**src/rtl/pc_sel_ctrl.sv**
```systemverilog
// Next-PC control for the fetch stage: boot sequencing, EX redirects, IF-detected JAL,
// stall hold with a remembered redirect, and a saturating count of squash cycles.
module pc_sel_ctrl #(
   parameter int unsigned BOOT_CYCLES = 2,
   parameter logic [6:0]  OPC_JAL     = 7'b1101111
) (
   input  logic        clk,
   input  logic        rst,
   input  logic        stall,
   input  logic        ex_redirect,
   input  logic [6:0]  if_opcode,
   output logic [2:0]  PC_sel,
   output logic        should_br,
   output logic        booting,
   output logic [31:0] flush_count
);

   typedef enum logic [1:0] {
      ST_BOOT = 2'd0,
      ST_RUN  = 2'd1,
      ST_PEND = 2'd2
   } state_t;

   localparam logic [3:0]  BOOT_LAST = 4'(BOOT_CYCLES - 1);
   localparam logic [2:0]  SEL_RESET = 3'd0;
   localparam logic [2:0]  SEL_HOLD  = 3'd1;
   localparam logic [2:0]  SEL_SEQ   = 3'd2;
   localparam logic [2:0]  SEL_ALU   = 3'd3;
   localparam logic [2:0]  SEL_JAL   = 3'd4;
   localparam logic [31:0] FLUSH_MAX = 32'hFFFF_FFFF;

   state_t      r_state;
   state_t      w_nextState;
   logic [3:0]  r_bootCnt;
   logic [31:0] r_flushCount;
   logic [2:0]  w_sel;
   logic        w_br;

   // The unused encoding falls through to the defaults and therefore returns to BOOT.
   always_comb begin
      w_nextState = ST_BOOT;
      w_sel       = SEL_RESET;
      w_br        = 1'b0;
      case (r_state)
         ST_BOOT: begin
            w_br        = 1'b1;
            w_nextState = (r_bootCnt == 4'd0) ? ST_RUN : ST_BOOT;
         end
         ST_RUN: begin
            w_nextState = ST_RUN;
            if (ex_redirect && !stall) begin
               w_sel = SEL_ALU;
               w_br  = 1'b1;
            end else if (ex_redirect) begin
               w_sel       = SEL_HOLD;
               w_br        = 1'b1;
               w_nextState = ST_PEND;
            end else if (stall) begin
               w_sel = SEL_HOLD;
            end else if (if_opcode == OPC_JAL) begin
               w_sel = SEL_JAL;
            end else begin
               w_sel = SEL_SEQ;
            end
         end
         ST_PEND: begin
            w_br = 1'b1;
            if (stall) begin
               w_sel       = SEL_HOLD;
               w_nextState = ST_PEND;
            end else begin
               w_sel       = SEL_ALU;
               w_nextState = ST_RUN;
            end
         end
         default: begin
            w_nextState = ST_BOOT;
         end
      endcase
   end

   always_ff @(posedge clk or negedge rst) begin
      if (!rst) begin
         r_state <= ST_BOOT;
      end else begin
         r_state <= w_nextState;
      end
   end

   // Counter is reloaded whenever we are outside BOOT, so any later entry starts full.
   always_ff @(posedge clk or negedge rst) begin
      if (!rst) begin
         r_bootCnt <= BOOT_LAST;
      end else if (r_state != ST_BOOT) begin
         r_bootCnt <= BOOT_LAST;
      end else if (r_bootCnt != 4'd0) begin
         r_bootCnt <= r_bootCnt - 4'd1;
      end
   end

   always_ff @(posedge clk or negedge rst) begin
      if (!rst) begin
         r_flushCount <= 32'd0;
      end else if (w_br && (r_flushCount != FLUSH_MAX)) begin
         r_flushCount <= r_flushCount + 32'd1;
      end
   end

   // BOOT asserts a squash, but reset itself must present should_br low.
   assign PC_sel      = w_sel;
   assign should_br   = w_br & rst;
   assign booting     = (r_state == ST_BOOT);
   assign flush_count = r_flushCount;

endmodule

```
**config.mk**
```make
export PLATFORM = sky130hd
export DESIGN_NAME = pc_sel_ctrl
export DESIGN_NICKNAME = d
export VERILOG_FILES = /design/src/rtl/pc_sel_ctrl.sv
export SDC_FILE = /design/constraint.sdc
export NUM_CORES = 1
export LEC_CHECK = 0
export BUFFER_PORTS_ARGS = -buffer_cell sky130_fd_sc_hd__clkbuf_2
export CORE_UTILIZATION = 25
export CTS_BUF_LIST = sky130_fd_sc_hd__clkbuf_4
export CTS_CLUSTER_SIZE = 28
export DETAILED_ROUTE_END_ITERATION = 8
export SLEW_MARGIN = 20
export SYNTH_ARGS = -nofsm -noshare
export SYNTH_HDL_FRONTEND = slang
export SYNTH_SLANG_ARGS = --single-unit
```
**constraint.sdc**
```tcl
create_clock -name clk -period 4.02 [get_ports clk]
set_input_delay 0.603 -clock clk [delete_from_list [all_inputs] [get_ports clk]]
set_output_delay 0.603 -clock clk [all_outputs]
set_load 0.02 [all_outputs]
```
==> run_summary.xml, run 1 <==
<?xml version="1.0" encoding="UTF-8"?>
<metrics>
  <group name="status">
    <metric name="run_status" unit="">completed</metric>
  </group>
  <group name="yosys">
    <metric name="share_of_the_synthesized_area_in_compound_gates_ao_oa_aoi_oai" unit="">0.05395</metric>
    <metric name="syn_avg_cell_area" unit="sq um">10.44</metric>
    <metric name="synth_fa_ha_area_frac" unit="">0.03764</metric>
    <metric name="synthSimpleGateAreaFrac" unit="">0.2591</metric>
    <metric name="synth_fp_nets" unit="">208</metric>
    <metric name="yosys-mux-area-fraction" unit="">0.005019</metric>
    <metric name="synth_top_family_by_area" unit="">simple AND/OR/NAND/NOR gates</metric>
    <metric name="synth.yosys.warnings" unit="">0</metric>
    <metric name="seq_area_frac_synth" unit="">0.4774</metric>
    <metric name="ys_ff_latch" unit="">38</metric>
    <metric name="synth_xor_area_frac" unit="">0.1405</metric>
    <metric name="count_of_cell_types_in_the_netlist" unit="">37</metric>
    <metric name="syn_area" unit="sq mm">0.001994</metric>
    <metric name="postSynthCellCount" unit="">191</metric>
  </group>
  <group name="worst_setup_path">
    <metric name="cpPeakStageDelay" unit="ns">0.39</metric>
    <metric name="cp_max_fo" unit="">7</metric>
    <metric name="timing.critical_path.max_delay_family" unit="">flip-flops</metric>
    <metric name="worst-setup-path-type" unit="">reg -&gt; out</metric>
    <metric name="nature_of_the_critical_path_endpoint" unit="">output pin</metric>
    <metric name="timing.critical_path.from_type" unit="">register</metric>
    <metric name="crit_chain" unit="">inv_1, ha_1, a211oi_1, nor2_1, and2_1, clkbuf_2</metric>
    <metric name="cp_num_buf_inv" unit="">2</metric>
    <metric name="slowest_stage" unit="">dfrtp_1</metric>
    <metric name="worst_ep_required_time" unit="ns">3.42</metric>
    <metric name="critical_path_arrival" unit="ns">1.99</metric>
  </group>
  <group name="sta">
    <metric name="total_of_endpoints_with_negative_setup_slack_in_the_final_report" unit="">0</metric>
    <metric name="setup_repair_after_global_routing_missed_its_margin" unit="">false</metric>
    <metric name="achievable-frequency" unit="GHz">0.3853</metric>
    <metric name="finalCritPeriodShare" unit="">0.6456</metric>
    <metric name="whs" unit="ns">0.2986</metric>
    <metric name="fin_worst_skew" unit="ns">0.009604</metric>
    <metric name="final-hold-violation-count" unit="">0</metric>
    <metric name="final.setup.worst_slack" unit="ns">1.425</metric>
    <metric name="timing.final.crit_period" unit="ns">2.595</metric>
    <metric name="finalMaxSlewViolations" unit="">0</metric>
    <metric name="worstMarginPinSlew" unit="ns">0.5712</metric>
    <metric name="timing.slew.headroom" unit="">0.6192</metric>
    <metric name="finalSetupTns" unit="ns">0</metric>
  </group>
  <group name="place">
    <metric name="detailedPlacementHpwl" unit="um">3356</metric>
    <metric name="placement.io_buffers" unit="">47</metric>
    <metric name="postPlaceCellArea" unit="sq mm">0.002342</metric>
    <metric name="place_ws" unit="ns">1.736</metric>
    <metric name="total_placed_cells_including_tap_cells" unit="">339</metric>
    <metric name="gp_congestion" unit="">0.7105</metric>
  </group>
  <group name="cts">
    <metric name="cts_buffers" unit="">5</metric>
    <metric name="cts-root-buf" unit="">clkbuf_4</metric>
    <metric name="post_cts_resize_count" unit="">0</metric>
    <metric name="ctsLongestPathBuffers" unit="">2</metric>
    <metric name="cts_setup_buffers" unit="">0</metric>
    <metric name="hold_buffers" unit="">0</metric>
    <metric name="tritoncts" unit="">built</metric>
    <metric name="clkSinkCount" unit="">38</metric>
    <metric name="h-tree-depth" unit="">2</metric>
    <metric name="cts.reportedPaths.clkPinSlew" unit="ns">0.11</metric>
    <metric name="clk-insertion-delay-late" unit="ns">0.34</metric>
  </group>
  <group name="die">
    <metric name="ioPinCount" unit="">48</metric>
    <metric name="fp-row-count" unit="">32</metric>
    <metric name="vertical_extent_of_the_die" unit="um">91.32</metric>
    <metric name="die_area" unit="sq mm">0.008338</metric>
    <metric name="dieWidth" unit="um">91.32</metric>
    <metric name="floorplan.core_area" unit="sq mm">0.007727</metric>
    <metric name="initial_utilization" unit="">0.2581</metric>
  </group>
  <group name="route">
    <metric name="detailedRoute.firstPassIterationCount" unit="">4</metric>
    <metric name="routed_wire_length_per_instance" unit="um">12.63</metric>
    <metric name="residual_drc" unit="">0</metric>
    <metric name="num_vias" unit="">1597</metric>
    <metric name="drt_iter0_drc" unit="">91</metric>
    <metric name="route.antenna.remaining_nets" unit="">0</metric>
    <metric name="routed_via_density" unit="">4.602</metric>
    <metric name="routed_wl" unit="um">4382</metric>
  </group>
  <group name="pwr">
    <metric name="power_switching_share" unit="">0.3880</metric>
    <metric name="pwr-share-comb" unit="">0.374</metric>
    <metric name="internal_power" unit="mW">0.7028</metric>
    <metric name="static_power_due_to_leakage" unit="nW">1.196</metric>
    <metric name="total_power" unit="mW">1.148</metric>
    <metric name="seq_pwr_share" unit="">0.449</metric>
    <metric name="power.net_switching" unit="mW">0.4456</metric>
    <metric name="total_power_per_unit_cell_area" unit="mW/mm^2">478.1</metric>
    <metric name="vdd_ir_drop_max" unit="V">0.0001301</metric>
    <metric name="clock_power_share" unit="">0.177</metric>
  </group>
  <group name="layout">
    <metric name="mostFrequentLayoutCell" unit="">clkbuf_2</metric>
    <metric name="finalNetCount" unit="">261</metric>
    <metric name="final_cell_mix" unit="">47 x clkbuf_2, 37 x dfrtp_1, 18 x xor2_1, 16 x nand2_1, 14 x xnor2_1</metric>
    <metric name="syn_to_final_growth" unit="%">20.45</metric>
    <metric name="post_layout_nonfiller_instances" unit="">347</metric>
    <metric name="post_route_cells_drive_above_1_share" unit="">0.2735</metric>
    <metric name="final_cell_area" unit="sq mm">0.002402</metric>
    <metric name="insertedDiodeCount" unit="">0</metric>
    <metric name="utilization" unit="">0.3109</metric>
  </group>
  <group name="grt">
    <metric name="grt_max_degree" unit="">40</metric>
    <metric name="antenna_found_initial" unit="">0</metric>
    <metric name="first_pass_grt_wire_length" unit="um">7396</metric>
    <metric name="gr-usage-all-layers" unit="">0.1120</metric>
    <metric name="first_global_vias" unit="">1567</metric>
    <metric name="grt_overflow_total" unit="">0</metric>
  </group>
  <group name="job">
    <metric name="drv_cap" unit="">0</metric>
  </group>
  <group name="hold_path">
    <metric name="worst_hold_path_type" unit="">in -&gt; async</metric>
  </group>
</metrics>
kinds of logic (layout without fill, tap and decap cells):
| family | Yosys count | after routing |
|---|---|---|
| AOI/OAI and AO/OA | 14 | 14 |
| xor gates and xnor gates | 32 | 32 |
| adders and majority gates | 6 | 6 |
| buffers and inverters | 10 | 64 |
| DFF | 38 | 38 |
| muxes | 1 | 1 |
| and+or+nand+nor | 90 | 90 |
cell type report:
| cell class | count | area, sq um |
|---|---|---|
| Clock buffer | 8 | 60.06 |
| Sequential cell | 38 | 952.2 |
| Timing Repair Buffer | 48 | 242.7 |
| Fill cell | 858 | 5325 |
| Inverter | 8 | 30.03 |
| Tap cell | 102 | 127.6 |
| Multi-Input combinational cell | 143 | 989.7 |
per-layer routing:
metal | wire length [um] | GRT usage | share of wire
met5 | 0 | 0 | 0
met4 | 74 | 0.03968 | 0.017
met3 | 161 | 0.02680 | 0.037
met2 | 2134 | 0.1875 | 0.49
met1 | 2013 | 0.1405 | 0.46
cells in the mapped netlist, drive strengths merged:
master	instances	area, sq um
a211oi	1	7.510
a21oi	5	25.02
a31oi	1	6.260
and2	2	12.51
and3	3	20.02
and4b	1	10.01
buf	2	22.52
dfrtp	37	925.9
dfstp	1	26.28
ha	6	75.07
inv	8	30.03
mux2i	1	10.01
nand2	16	60.06
nand3	11	55.05
nand4	16	118.9
nor2	12	45.04
nor2b	2	12.51
nor3	13	70.07
nor3b	1	7.510
nor4	5	46.29
nor4b	1	8.760
o211a	1	10.01
o21a	2	15.01
o21ai	2	13.76
o31a	1	8.760
o31ai	1	21.27
or2	1	6.260
or3	4	25.02
or4	2	18.77
xnor2	14	122.6
xor2	18	157.7
final timing paths:
check	startpoint	to	slack [ns]	cells after the start
worst max-delay path	r_state[0]	should_br	1.42	6
worst min-delay path	rst	flush_count[30]	0.30	2
worst max register to register	flush_count[0]	flush_count[31]	1.74	6
worst min register to register	flush_count[27]	flush_count[27]	0.52	1
max in group asynchronous	rst	r_bootCnt[0]	3.36	2
min in group clk	flush_count[27]	flush_count[27]	0.52	1
registers in the layout (all words and copies together), names as in the netlist:
register,flops
flush_count,32
r_bootCnt,4
r_state,2
power groups by stage:
stage                     Combinational, mW  Sequential [mW]  Clock (mW)
final                                 0.429            0.516       0.203
after global routing                  0.476            0.532       0.229
after CTS                             0.436            0.516       0.216
after detailed placement              0.434            0.524           0
after global placement                0.427            0.521           0
after floorplan                       0.296            0.557           0
No activity file was read; power rests on OpenSTA's default activity.
==> run 2, diff against run 1 <==
- clock period: 4.02 -> 2.65 ns (I/O delays scaled with it)
==> run 2 against run 1 <==
Against the previous run: register-to-register slack worse by 1.4 ns; via count is 0.19% higher; cell count is 0.29% higher; sequential cell count stayed put; count of clock-buffer cells in the layout is 3 lower; sequential power is 53% higher; critical endpoint unchanged; largest cell class unchanged.
==> run_summary.xml, run 2 (synthesis results as in run 1) <==
<?xml version="1.0" encoding="UTF-8"?>
<metrics>
  <group name="status">
    <metric name="run_status" unit="">completed</metric>
  </group>
  <group name="sta">
    <metric name="final-hold-violation-count" unit="">0</metric>
    <metric name="setup_repair_after_global_routing_missed_its_margin" unit="">false</metric>
    <metric name="finalSetupTns" unit="ns">0</metric>
    <metric name="timing.final.crit_period" unit="ns">2.371</metric>
    <metric name="finalMaxSlewViolations" unit="">0</metric>
    <metric name="worstMarginPinSlew" unit="ns">0.5900</metric>
    <metric name="finalCritPeriodShare" unit="">0.8948</metric>
    <metric name="fin_worst_skew" unit="ns">0.006757</metric>
    <metric name="achievable-frequency" unit="GHz">0.4217</metric>
    <metric name="total_of_endpoints_with_negative_setup_slack_in_the_final_report" unit="">0</metric>
    <metric name="timing.slew.headroom" unit="">0.6067</metric>
  </group>
  <group name="pwr">
    <metric name="total_power_per_unit_cell_area" unit="mW/mm^2">714.9</metric>
    <metric name="vdd_ir_drop_max" unit="V">0.0002024</metric>
    <metric name="clock_power_share" unit="">0.160</metric>
    <metric name="static_power_due_to_leakage" unit="nW">1.191</metric>
    <metric name="pwr-share-comb" unit="">0.381</metric>
    <metric name="internal_power" unit="mW">1.024</metric>
    <metric name="power.net_switching" unit="mW">0.6904</metric>
    <metric name="seq_pwr_share" unit="">0.460</metric>
    <metric name="power_switching_share" unit="">0.4026</metric>
  </group>
  <group name="route">
    <metric name="routed_wl" unit="um">4461</metric>
    <metric name="drt_iter0_drc" unit="">47</metric>
    <metric name="detailedRoute.firstPassIterationCount" unit="">4</metric>
    <metric name="residual_drc" unit="">0</metric>
    <metric name="route.antenna.remaining_nets" unit="">0</metric>
    <metric name="routed_via_density" unit="">4.598</metric>
    <metric name="routed_wire_length_per_instance" unit="um">12.82</metric>
    <metric name="num_vias" unit="">1600</metric>
  </group>
  <group name="grt">
    <metric name="global_route.usage.met3" unit="">0.03015</metric>
    <metric name="grt_max_degree" unit="">39</metric>
    <metric name="global_route.usage.met1" unit="">0.1456</metric>
    <metric name="grt_use_met2" unit="">0.1837</metric>
    <metric name="antenna_found_initial" unit="">0</metric>
    <metric name="first_global_vias" unit="">1564</metric>
    <metric name="first_pass_grt_wire_length" unit="um">7541</metric>
    <metric name="gr-max-usage-layer" unit="">met2</metric>
    <metric name="grt_overflow_total" unit="">0</metric>
    <metric name="gr-usage-all-layers" unit="">0.1129</metric>
  </group>
  <group name="hold_path">
    <metric name="worst_hold_path_type" unit="">in -&gt; async</metric>
  </group>
  <group name="worst_setup_path">
    <metric name="timing.critical_path.from_type" unit="">register</metric>
    <metric name="critical_path_arrival" unit="ns">1.97</metric>
    <metric name="crit_chain" unit="">inv_1, ha_1, a211oi_1, nor2_1, and2_1, clkbuf_2</metric>
    <metric name="cp_max_fo" unit="">5</metric>
    <metric name="worst_ep_required_time" unit="ns">2.25</metric>
    <metric name="slowest_stage" unit="">dfrtp_1</metric>
    <metric name="cpPeakStageDelay" unit="ns">0.39</metric>
    <metric name="cp_num_buf_inv" unit="">2</metric>
    <metric name="nature_of_the_critical_path_endpoint" unit="">output pin</metric>
    <metric name="worst-setup-path-type" unit="">reg -&gt; out</metric>
    <metric name="timing.critical_path.max_delay_family" unit="">flip-flops</metric>
  </group>
  <group name="layout">
    <metric name="syn_to_final_growth" unit="%">20.26</metric>
    <metric name="multi_input_area" unit="sq um">989.7</metric>
    <metric name="mostFrequentLayoutCell" unit="">clkbuf_2</metric>
    <metric name="insertedDiodeCount" unit="">0</metric>
    <metric name="fillers" unit="">819</metric>
    <metric name="largest_register_ff_count" unit="">32</metric>
    <metric name="finalNetCount" unit="">262</metric>
    <metric name="post_route_cells_drive_above_1_share" unit="">0.2642</metric>
    <metric name="final_cell_mix" unit="">47 x clkbuf_2, 37 x dfrtp_1, 18 x xor2_1, 16 x nand2_1, 14 x xnor2_1</metric>
    <metric name="utilization" unit="">0.3104</metric>
    <metric name="layout.area.seq" unit="sq um">952.2</metric>
  </group>
  <group name="cts">
    <metric name="post_cts_resize_count" unit="">0</metric>
    <metric name="clk-insertion-delay-late" unit="ns">0.34</metric>
    <metric name="cts-root-buf" unit="">clkbuf_4</metric>
    <metric name="cts_setup_buffers" unit="">0</metric>
    <metric name="cts.reportedPaths.clkPinSlew" unit="ns">0.11</metric>
    <metric name="h-tree-depth" unit="">2</metric>
    <metric name="tritoncts" unit="">built</metric>
    <metric name="clkSinkCount" unit="">38</metric>
    <metric name="cts_buffers" unit="">5</metric>
    <metric name="hold_buffers" unit="">0</metric>
    <metric name="ctsLongestPathBuffers" unit="">2</metric>
  </group>
  <group name="job">
    <metric name="drv_cap" unit="">0</metric>
  </group>
  <group name="die">
    <metric name="vertical_extent_of_the_die" unit="um">91.32</metric>
    <metric name="initial_utilization" unit="">0.2581</metric>
    <metric name="fp-row-count" unit="">32</metric>
    <metric name="die_area" unit="sq mm">0.008338</metric>
    <metric name="dieWidth" unit="um">91.32</metric>
    <metric name="floorplan.core_area" unit="sq mm">0.007727</metric>
    <metric name="ioPinCount" unit="">48</metric>
  </group>
  <group name="place">
    <metric name="gp_congestion" unit="">0.7719</metric>
    <metric name="placement.io_buffers" unit="">47</metric>
    <metric name="detailedPlacementHpwl" unit="um">3461</metric>
  </group>
</metrics>
[run 2: cell types whose count changed in the layout (fill, tap and decap cells not counted)]
| cell | before | now |
|---|---|---|
| clkinv_1 | 0 | 3 |
| clkbuf_4 | 8 | 5 |
| buf_4 | 1 | 2 |
[run 2: metal layers]
layer  routed length, um  up-vias  share of wire
met3                 215        6          0.048
met5                   0        -              0
met4                  53        0          0.012
met1                2064      763           0.46
met2                2128       42           0.48
li1                    -      789              -
[run 2: cell type report]
type	count	share of cell area
Clock buffer	5	0.01565
Tap cell	102	0.05321
Sequential cell	38	0.3970
Clock inverter	3	0.004695
Multi-Input combinational cell	143	0.4126
Inverter	8	0.01252
Timing Repair Buffer	49	0.1043
[run 2: path summary, 6_finish.rpt]
path | slack [ns] | cells after the start | endpoint | start
worst max-delay path | 0.28 | 6 | should_br | r_state[0]
worst min-delay path | 0.15 | 2 | flush_count[25] | rst
worst max register to register | 0.32 | 6 | flush_count[31] | flush_count[0]
worst min register to register | 0.53 | 1 | flush_count[22] | flush_count[22]
max in group asynchronous | 2.16 | 2 | r_bootCnt[0] | rst
min in group clk | 0.35 | 3 | r_state[1] | stall
[run 2: per-stage QoR]
stage	cells	total power, mW	setup slack (ns)	hold WS, ns	area, sq um
after global placement	340	1.442	0.3879	0.4974	2350
after floorplan	191	1.293	0.5357	0.1019	1994
after detailed placement	340	1.464	0.3255	0.5102	2350
after CTS	348	1.744	0.2472	0.1641	2399
final	348	1.715	0.2787	0.1464	2399
after global routing	348	1.860	0.09030	0.1780	2399
[run 2: worst reg2reg max path, stage by stage (launching register included)]
cell and delay [ns]:
dfrtp_1 0.46, ha_1 0.26, nand3_1 0.12, or4_4 0.55, o31ai_4 0.51, nor4_1 0.15, xor2_1 0.16
[run 2: power by group through the flow]
| stage | registers (mW) | logic [mW] | clock network (mW) |
|---|---|---|---|
| 2_1_floorplan | 0.845 | 0.449 | 0 |
| 3_3_place_gp | 0.795 | 0.647 | 0 |
| 3_5_place_dp | 0.802 | 0.662 | 0 |
| 4_1_cts | 0.790 | 0.664 | 0.291 |
| 5_1_grt | 0.805 | 0.739 | 0.317 |
| 6_report | 0.788 | 0.653 | 0.274 |
==> run 3, diff against run 2 <==
- CORE_MARGIN: unset -> 4
- GPL_ROUTABILITY_DRIVEN: unset -> 1
==> run 3 against run 2 <==
Against the previous run: clock power increased by 8.0%; clock skew increased by 0.0059 ns; utilization up 0.065 points; critical path type unchanged; highest routed layer unchanged.
==> run_summary.xml, run 3 (synthesis results as in run 1) <==
<?xml version="1.0" encoding="UTF-8"?>
<metrics>
  <group name="layout">
    <metric name="largest_register_ff_count" unit="">32</metric>
    <metric name="utilization" unit="">0.3110</metric>
    <metric name="insertedDiodeCount" unit="">0</metric>
    <metric name="finalNetCount" unit="">262</metric>
    <metric name="mostFrequentLayoutCell" unit="">clkbuf_2</metric>
    <metric name="syn_to_final_growth" unit="%">20.51</metric>
    <metric name="post_route_cells_drive_above_1_share" unit="">0.2724</metric>
    <metric name="final_cell_mix" unit="">47 x clkbuf_2, 37 x dfrtp_1, 18 x xor2_1, 16 x nand2_1, 14 x xnor2_1</metric>
    <metric name="fillers" unit="">826</metric>
  </group>
  <group name="grt">
    <metric name="grt_overflow_total" unit="">0</metric>
    <metric name="gr-usage-all-layers" unit="">0.09988</metric>
    <metric name="first_global_vias" unit="">1578</metric>
    <metric name="grt_max_degree" unit="">39</metric>
    <metric name="antenna_found_initial" unit="">0</metric>
    <metric name="first_pass_grt_wire_length" unit="um">7817</metric>
  </group>
  <group name="worst_setup_path">
    <metric name="slowest_stage" unit="">dfrtp_1</metric>
    <metric name="cpPeakStageDelay" unit="ns">0.40</metric>
    <metric name="nature_of_the_critical_path_endpoint" unit="">output pin</metric>
    <metric name="timing.rr.end" unit="">flush_count[31]</metric>
    <metric name="crit-reg2reg-launch" unit="">flush_count[0]</metric>
    <metric name="cp_max_fo" unit="">5</metric>
    <metric name="timing.critical_path.from_type" unit="">register</metric>
    <metric name="cp_num_buf_inv" unit="">2</metric>
    <metric name="cp_num_cells" unit="">6</metric>
    <metric name="worst_ep_required_time" unit="ns">2.25</metric>
    <metric name="rrSetupSlack" unit="ns">0.31</metric>
    <metric name="crit_chain" unit="">inv_1, ha_1, a211oi_1, nor2_1, and2_1, clkbuf_2</metric>
    <metric name="timing.critical_path.max_delay_family" unit="">flip-flops</metric>
    <metric name="critPathLaunch" unit="">r_state[0]</metric>
    <metric name="worst-setup-path-type" unit="">reg -&gt; out</metric>
    <metric name="critical_path_arrival" unit="ns">1.99</metric>
    <metric name="worstSetupEndpoint" unit="">should_br</metric>
    <metric name="worst-r2r-cell-count" unit="">6</metric>
  </group>
  <group name="route">
    <metric name="met2_wirelength" unit="um">2162</metric>
    <metric name="drt_iter0_drc" unit="">102</metric>
    <metric name="highest_layer" unit="">met4</metric>
    <metric name="route.antenna.remaining_nets" unit="">0</metric>
    <metric name="met3_length" unit="um">208</metric>
    <metric name="routed_via_density" unit="">4.572</metric>
    <metric name="wirelength_met1" unit="um">2133</metric>
    <metric name="routed_wire_length_per_instance" unit="um">13.09</metric>
    <metric name="detailedRoute.firstPassIterationCount" unit="">4</metric>
    <metric name="num_vias" unit="">1591</metric>
    <metric name="routed_wl" unit="um">4557</metric>
    <metric name="residual_drc" unit="">0</metric>
  </group>
  <group name="cts">
    <metric name="h-tree-depth" unit="">2</metric>
    <metric name="clkSinkCount" unit="">38</metric>
    <metric name="cts.reportedPaths.clkPinSlew" unit="ns">0.12</metric>
    <metric name="post_cts_resize_count" unit="">0</metric>
    <metric name="cts_buffers" unit="">5</metric>
    <metric name="cts-root-buf" unit="">clkbuf_4</metric>
    <metric name="clk-insertion-delay-late" unit="ns">0.35</metric>
    <metric name="cts_setup_buffers" unit="">0</metric>
    <metric name="ctsLongestPathBuffers" unit="">2</metric>
    <metric name="hold_buffers" unit="">0</metric>
    <metric name="tritoncts" unit="">built</metric>
  </group>
  <group name="sta">
    <metric name="final-hold-violation-count" unit="">0</metric>
    <metric name="setup_repair_after_global_routing_missed_its_margin" unit="">false</metric>
    <metric name="worstMarginPinSlew" unit="ns">0.5917</metric>
    <metric name="timing.slew.headroom" unit="">0.6055</metric>
    <metric name="total_of_endpoints_with_negative_setup_slack_in_the_final_report" unit="">0</metric>
    <metric name="finalCritPeriodShare" unit="">0.8992</metric>
    <metric name="timing.final.crit_period" unit="ns">2.383</metric>
    <metric name="finalSetupTns" unit="ns">0</metric>
    <metric name="finalMaxSlewViolations" unit="">0</metric>
    <metric name="achievable-frequency" unit="GHz">0.4197</metric>
    <metric name="fin_worst_skew" unit="ns">0.01270</metric>
  </group>
  <group name="die">
    <metric name="ioPinCount" unit="">48</metric>
    <metric name="initial_utilization" unit="">0.2581</metric>
    <metric name="vertical_extent_of_the_die" unit="um">97.32</metric>
    <metric name="floorplan.core_area" unit="sq mm">0.007727</metric>
    <metric name="die_area" unit="sq mm">0.009470</metric>
    <metric name="fp-row-count" unit="">32</metric>
    <metric name="dieWidth" unit="um">97.32</metric>
  </group>
  <group name="hold_path">
    <metric name="worst_hold_path_type" unit="">in -&gt; async</metric>
  </group>
  <group name="job">
    <metric name="drv_cap" unit="">0</metric>
  </group>
  <group name="place">
    <metric name="gp_congestion" unit="">0.7991</metric>
    <metric name="detailedPlacementHpwl" unit="um">3553</metric>
    <metric name="placement.io_buffers" unit="">47</metric>
  </group>
  <group name="status">
    <metric name="run_status" unit="">completed</metric>
  </group>
  <group name="pwr">
    <metric name="static_power_due_to_leakage" unit="nW">1.197</metric>
    <metric name="vdd_ir_drop_max" unit="V">0.0002104</metric>
    <metric name="total_power_per_unit_cell_area" unit="mW/mm^2">721.8</metric>
  </group>
</metrics>
[run 3: layout make-up]
type / instances / area (sq um) / area share
Clock buffer: 6 / 45.04 / 0.01874
Clock inverter: 2 / 8.758 / 0.003644
Inverter: 8 / 30.03 / 0.01249
Multi-Input combinational cell: 143 / 989.7 / 0.4118
Sequential cell: 38 / 952.2 / 0.3961
Tap cell: 102 / 127.6 / 0.05310
Timing Repair Buffer: 49 / 250.2 / 0.1041
[run 3: through the flow]
step / power (mW) / instances / hold WS, ns / setup slack [ns] / area (sq um)
after floorplan: 1.293 / 191 / 0.1019 / 0.5357 / 1994
after global placement: 1.439 / 340 / 0.4874 / 0.3775 / 2350
after detailed placement: 1.457 / 340 / 0.5015 / 0.3388 / 2350
after CTS: 1.756 / 348 / 0.1341 / 0.2752 / 2404
after global routing: 1.871 / 348 / 0.1427 / 0.1443 / 2404
final: 1.735 / 348 / 0.1099 / 0.2671 / 2404
[run 3: worst min path at each step]
| stage | start | end | slack [ns] |
|---|---|---|---|
| 4_1_cts | rst | flush_count[6] | 0.13 |
| 5_1_grt | rst | flush_count[13] | 0.14 |
| 6_report | rst | flush_count[13] | 0.11 |
| 2_1_floorplan | rst | flush_count[0] | 0.10 |
| 3_3_place_gp | flush_count[31] | flush_count[31] | 0.49 |
| 3_5_place_dp | flush_count[31] | flush_count[31] | 0.50 |
[run 3: power by group]
part / total, mW / switching (mW) / internal, mW
logic: 0.653 / 0.401 / 0.252
registers: 0.786 / 0.110 / 0.676
clock network: 0.296 / 0.186 / 0.110
[run 3: per-layer routing]
metal / up-vias / track usage
li1: 784 / -
met1: 761 / 0.1299
met2: 40 / 0.1630
met3: 6 / 0.02656
met4: 0 / 0.02982
met5: - / 0
[run 3: worst register-to-register path, stage by stage (launching register included)]
cell and delay, ns:
dfrtp_1 0.47, ha_1 0.24, nand3_1 0.13, or4_4 0.56, o31ai_4 0.51, nor4_1 0.14, xor2_1 0.17
